===== config.mk =====
export PLATFORM = sky130hd
export DESIGN_NAME = spin_readout_accumulator
export DESIGN_NICKNAME = d
export VERILOG_FILES = /design/src/rtl/spin_readout_accumulator.sv
export SDC_FILE = /design/constraint.sdc
export NUM_CORES = 1
export LEC_CHECK = 0
export ABC_AREA = 1
export CAP_MARGIN = 40
export CORE_MARGIN = 4
export CORE_UTILIZATION = 37
export DETAILED_ROUTE_END_ITERATION = 7
export PLACE_DENSITY = 0.55
export SLEW_MARGIN = 30
export SYNTH_ARGS = -nofsm -noshare
export SYNTH_HDL_FRONTEND = slang
export SYNTH_SLANG_ARGS = --single-unit

===== constraint.sdc =====
create_clock -name clk -period 10.9 [get_ports clk]
set_clock_uncertainty 0.15 [all_clocks]
set_input_delay 3.27 -clock clk [delete_from_list [all_inputs] [get_ports clk]]
set_output_delay 3.27 -clock clk [all_outputs]
set_load 0.02 [all_outputs]

===== src/rtl/spin_readout_accumulator.sv =====
// Per-spin readout accumulator: sums each spin's signed samples over a programmable
// number of round trips (saturating), then drains one word per spin over AXI-Stream.
module spin_readout_accumulator #(
    parameter int NUM_SPINS = 64,
    parameter int ACC_W     = 16,
    parameter int BASE_ADDR = 512
) (
    input  logic        clk,
    input  logic        rst,
    input  logic [31:0] gpio_in,
    input  logic [7:0]  val_in,
    input  logic        val_valid,
    output logic [31:0] m_axis_tdata,
    output logic        m_axis_tvalid,
    input  logic        m_axis_tready,
    output logic        m_axis_tlast,
    output logic        busy,
    output logic        overflow,
    output logic        dropped
);

    localparam int IDX_W = (NUM_SPINS > 1) ? $clog2(NUM_SPINS) : 1;
    localparam logic [15:0] ADDR_SPINS  = 16'(BASE_ADDR);
    localparam logic [15:0] ADDR_ROUNDS = 16'(BASE_ADDR + 1);
    localparam logic [15:0] ADDR_CTRL   = 16'(BASE_ADDR + 2);

    typedef enum logic [1:0] {IDLE, ACCUM, DRAIN} state_t;

    state_t      state, state_next;
    logic [24:0] gpio_q;
    logic        w_prev;
    logic        wr, arm, abort;
    logic [7:0]  cfg_spins, cfg_rounds;
    logic [7:0]  eff_spins_m1, eff_rounds_m1;
    logic [7:0]  sh_spins_m1, sh_rounds_m1;
    logic [7:0]  idx, round;
    logic        take, last_slot, last_round, hs, sat, sat_hit;

    logic signed [ACC_W-1:0] acc [NUM_SPINS];
    logic [ACC_W-1:0] acc_rd, val_ext, acc_wdata, sat_val;
    logic [ACC_W:0]   sum;
    logic [15:0]      acc16;

    logic unused_gpio_bits;
    assign unused_gpio_bits = &{1'b0, gpio_in[31:25]};

    // The config bus is sampled once; a write fires on the registered 0->1 edge of w_clk.
    always_ff @(posedge clk or posedge rst) begin
        if (rst) begin
            gpio_q <= '0;
            w_prev <= 1'b0;
        end else begin
            gpio_q <= gpio_in[24:0];
            w_prev <= gpio_q[24];
        end
    end

    assign wr    = gpio_q[24] & ~w_prev;
    assign arm   = wr && (gpio_q[15:0] == ADDR_CTRL) && gpio_q[16];
    assign abort = wr && (gpio_q[15:0] == ADDR_CTRL) && gpio_q[17];

    always_ff @(posedge clk or posedge rst) begin
        if (rst) begin
            cfg_spins  <= '0;
            cfg_rounds <= '0;
        end else if (wr) begin
            if (gpio_q[15:0] == ADDR_SPINS)  cfg_spins  <= gpio_q[23:16];
            if (gpio_q[15:0] == ADDR_ROUNDS) cfg_rounds <= gpio_q[23:16];
        end
    end

    always_comb begin
        eff_spins_m1  = cfg_spins - 8'd1;
        eff_rounds_m1 = cfg_rounds - 8'd1;
        if (cfg_spins == 8'd0 || 9'(cfg_spins) > 9'(NUM_SPINS))
            eff_spins_m1 = 8'(NUM_SPINS - 1);
        if (cfg_rounds == 8'd0)
            eff_rounds_m1 = 8'd0;
    end

    // Saturating read-modify-write of the current slot, all in one cycle.
    assign acc_rd     = acc[idx[IDX_W-1:0]];
    assign val_ext    = {{(ACC_W-8){val_in[7]}}, val_in};
    assign sum        = {acc_rd[ACC_W-1], acc_rd} + {val_ext[ACC_W-1], val_ext};
    assign sat        = sum[ACC_W] != sum[ACC_W-1];
    assign sat_val    = sum[ACC_W] ? {1'b1, {(ACC_W-1){1'b0}}} : {1'b0, {(ACC_W-1){1'b1}}};
    assign acc_wdata  = (round == 8'd0) ? val_ext : (sat ? sat_val : sum[ACC_W-1:0]);

    assign take       = (state == ACCUM) && val_valid && !abort;
    assign sat_hit    = take && (round != 8'd0) && sat;
    assign last_slot  = idx == sh_spins_m1;
    assign last_round = round == sh_rounds_m1;

    // AXI-Stream: a word transfers on a cycle with tvalid && tready; while tvalid is
    // high and tready low, tdata/tlast hold because idx and the array are frozen in DRAIN.
    assign hs = (state == DRAIN) && m_axis_tready;

    generate
        if (ACC_W >= 16) begin : g_trunc
            assign acc16 = acc_rd[15:0];
        end else begin : g_sext
            assign acc16 = {{(16-ACC_W){acc_rd[ACC_W-1]}}, acc_rd};
        end
    endgenerate

    always_ff @(posedge clk) begin
        if (take) acc[idx[IDX_W-1:0]] <= acc_wdata;
    end

    always_ff @(posedge clk or posedge rst) begin
        if (rst) state <= IDLE;
        else     state <= state_next;
    end

    always_comb begin
        state_next = state;
        if (abort) begin
            state_next = IDLE;
        end else begin
            case (state)
                IDLE:    if (arm) state_next = ACCUM;
                ACCUM:   if (take && last_slot && last_round) state_next = DRAIN;
                DRAIN:   if (hs && last_slot) state_next = IDLE;
                default: state_next = IDLE;
            endcase
        end
    end

    always_comb begin
        m_axis_tvalid = (state == DRAIN);
        m_axis_tlast  = (state == DRAIN) && last_slot;
        m_axis_tdata  = (state == DRAIN) ? {idx, 8'h00, acc16} : 32'h0;
        busy          = (state != IDLE);
    end

    always_ff @(posedge clk or posedge rst) begin
        if (rst) begin
            idx          <= '0;
            round        <= '0;
            overflow     <= 1'b0;
            dropped      <= 1'b0;
            sh_spins_m1  <= '0;
            sh_rounds_m1 <= '0;
        end else begin
            if (sat_hit) overflow <= 1'b1;
            if (val_valid && state != ACCUM) dropped <= 1'b1;
            if (abort) begin
                idx   <= '0;
                round <= '0;
            end else begin
                case (state)
                    IDLE: if (arm) begin
                        idx          <= '0;
                        round        <= '0;
                        overflow     <= 1'b0;
                        dropped      <= 1'b0;
                        sh_spins_m1  <= eff_spins_m1;
                        sh_rounds_m1 <= eff_rounds_m1;
                    end
                    ACCUM: if (take) begin
                        if (last_slot) begin
                            idx   <= '0;
                            round <= last_round ? 8'd0 : round + 8'd1;
                        end else begin
                            idx <= idx + 8'd1;
                        end
                    end
                    DRAIN: if (hs) idx <= last_slot ? 8'd0 : idx + 8'd1;
                    default: ;
                endcase
            end
        end
    end

endmodule


==> impl_metrics.csv <==
group,metric,value,unit
status,status,"finished, final reports clean",
critical_path,crit_fanout,48,
hold_path,min-delay-path-class,"register to register",
sta,rsz0062_at_grt,"false",
logic_synthesis,async_reset_ff_share,7.08,%
logic_synthesis,ys_seq_area_share,73.6,%
hold_path,hold_end,"w_prev",
layout,seqCellArea,32700,um^2
sta,max_slew_margin,42.9,%
clocking,root_buffer,"clkbuf_16",
critical_path,cpMaxStageDelayCell,"clkdlybuf4s50_1",
detailed_routing,drtPass1Iterations,5,
floorplanning,die_y,354,um
layout,final_util,43.1,%
floorplanning,coreArea,119000,um^2
layout,layout.cells.non_filler,5528,
logic_synthesis,synth-edff-count,1024,
layout,diodes,0,
critical_path,reg2reg_to,"acc[31][8]",
critical_path,cpPeakStageDelay,740,ps
detailed_routing,drtIter0Drc,2663,
logic_synthesis,synthDistinctLibCells,43,
clocking,path_clk_slew,60,ps
layout,finish.instance_area,51100,um^2
global_route,grt_overflow,0,
critical_path,r2r-start,"idx[1]",
critical_path,criticalPathCategory,"register to primary output",
layout,fillers,11000,
global_route,grt_max_degree,116,
sta,worstMarginPinSlew,857,ps
floorplanning,die_area,126000,um^2
detailed_routing,num_vias,28400,
critical_path,crit_arrival,5540,ps
floorplanning,die_width,354,um
placed_design,placed_cell_area,47800,um^2
logic_synthesis,ys_seq_elements,1102,
clocking,cts-htree-levels,3,
global_route,grtUsageTotal,19.7,%
job,cap_violations,0,
critical_path,rrSetupSlack,3360,ps
critical_path,r2r_cells,22,
sta,max_clock_freq,0.112,GHz
logic_synthesis,postSynthCellCount,3709,
layout,synthToLayoutAreaGrowth,15.0,%
detailed_routing,wl_per_cell,22.7,um
sta,hold_viol,0,
clocking,hold_buffers,0,
floorplanning,num_io_pins,81,
pwr,ir_drop,225,uV
detailed_routing,antenna_left,0,
detailed_routing,via_per_inst,5.14,
floorplanning,initial_core_util,37.5,%
global_route,grt_first_pass_wirelength,183,mm
floorplanning,rows,126,
layout,fin_nets,3920,
critical_path,startpoint_type,"register",
critical_path,crit_path_frequent_cell,"nand2_1",
placed_design,dp_cells,5337,
hold_path,holdPathStages,0,
layout,multiInputGateArea,10700,um^2
logic_synthesis,ys_warn_count,0,
logic_synthesis,synth_common_cells,"1363 x nand2_1, 1024 x edfxtp_1, 190 x nor2_1",
clocking,post_cts_buffers,0,
critical_path,crit_chain,"buf_4, clkinv_2, nor2_4, buf_12, nand2_1, nand4_1, o21ai_0, nand2_1, nor2_1, a21oi_1, clkdlybuf4s50_1",
clocking,post_cts_resized,0,
logic_synthesis,synthTopCellsByArea,"edfxtp_1 69%, nand2_1 12%, dfrtp_1 4.4%",
hold_path,hold_path.startpoint,"gpio_q[24]",
clocking,clockBufferDepth,3,
pwr,p_leak,18.4,nW
clocking,cts_made_buffers,109,
logic_synthesis,syn_area_per_cell,12.0,um^2
sta,drv_slew,0,
detailed_routing,wirelength,126,mm
placed_design,globalplace.congestion,0.846,
sta,period_share,82.2,%
critical_path,end_kind,"primary output",
clocking,cts.sinks,1102,
clocking,insertion_delay,680,ps
sta,fin_crit,8960,ps
detailed_routing,drc_errors,0,
sta,setup_viol,0,
pwr,power_density,227,nW/um^2
logic_synthesis,synth_ff_type,"edfxtp_1",
logic_synthesis,synth_top_area_share,69.2,%
placed_design,portBuffers,65,
global_route,grt_pass1_vias,27100,
placed_design,hpwl,72.2,mm
sta,setup-tns-final,0,ps
logic_synthesis,synth_area,44400,um^2
global_route,antenna_found_initial,2,
logic_synthesis,synth.most_common_cell,"nand2_1",
logic_synthesis,yosysTopAreaCell,"edfxtp_1",
critical_path,cp.required,7480,ps
layout,drive_above_1_share,8.60,%
clocking,cts_tree,"built",
==> state kept, by name, summed over array words and instances (netlist names) <==
register,cells
acc,1024
cfg_rounds,8
cfg_spins,8
dropped,1
gpio_q,25
idx,8
overflow,1
round,8
sh_rounds_m1,8
sh_spins_m1,8
state,2
w_prev,1
==> critical path: cells and delay by family (launching register included) <==
| kind | cells | cell delay, ps |
|---|---|---|
| flip-flops | 1 | 600 |
| AO/OA/AOI/OAI | 2 | 770 |
| buffers and inverters | 4 | 2230 |
| AND/OR/NAND/NOR | 5 | 1150 |
==> worst max-delay path by stage <==
stage,start,end,depth (start not counted)
after floorplan,val_in[0],acc[0][15],12
after global placement,idx[0],m_axis_tdata[1],11
after detailed placement,idx[1],m_axis_tdata[10],12
after CTS,idx[1],m_axis_tdata[10],12
after global routing,idx[1],m_axis_tdata[10],12
final,idx[0],m_axis_tdata[1],11
==> power breakdown <==
part,switching [mW],internal (mW),total (mW)
logic,2.28,0.762,3.05
registers,0.0393,4.98,5.02
clock network,1.57,1.96,3.52
==> placed cells by master (no fill, tap or decap), types with 28 or more instances in the layout <==
master / instances
clkinv_1: 30
nor3_1: 28
buf_4: 95
clkdlybuf4s50_1: 65
a21oi_1: 160
nand3_1: 61
edfxtp_1: 1024
clkbuf_16: 110
nor2_1: 165
dfrtp_1: 75
a22oi_1: 67
o21ai_0: 119
inv_1: 164
nand4_1: 119
nand2_1: 1362
==> layout make-up <==
cell class	count	area share, %
clock buffer	132	5.55
clock inverter	59	0.875
inverter	173	1.29
multi-input combinational	2284	21.0
sequential	1102	64.1
tap	1600	3.92
timing repair buffer	178	3.33
==> cells by family after synthesis <==
kind of cell / share of synthesized area [%]
compound gates: 5.05
fa+ha+maj: 0.806
flops: 73.6
buf+inv: 3.14
xor+xnor: 0.592
mux: 0.0254
simple gates: 16.7
other cells: 0.00844
==> layer usage <==
layer / GRT usage, % / wire length [um] / part of all wire, %
met1: 27.3 / 54500 / 43
met2: 31.5 / 58000 / 46
met3: 3.73 / 9270 / 7.4
met4: 5.96 / 3790 / 3.0
met5: 0 / 0 / 0
==> per-stage QoR <==
| stage | worst slack (ps) | power (mW) | hold WS, ps |
|---|---|---|---|
| floorplan | 3040 | 6.90 | 204 |
| global placement | 2370 | 8.10 | 225 |
| detailed placement | 2680 | 8.14 | 225 |
| CTS | 1910 | 11.7 | 239 |
| global route | 1750 | 12.1 | 258 |
| finish | 1940 | 11.6 | 233 |
(Power assumes the default switching activity.)
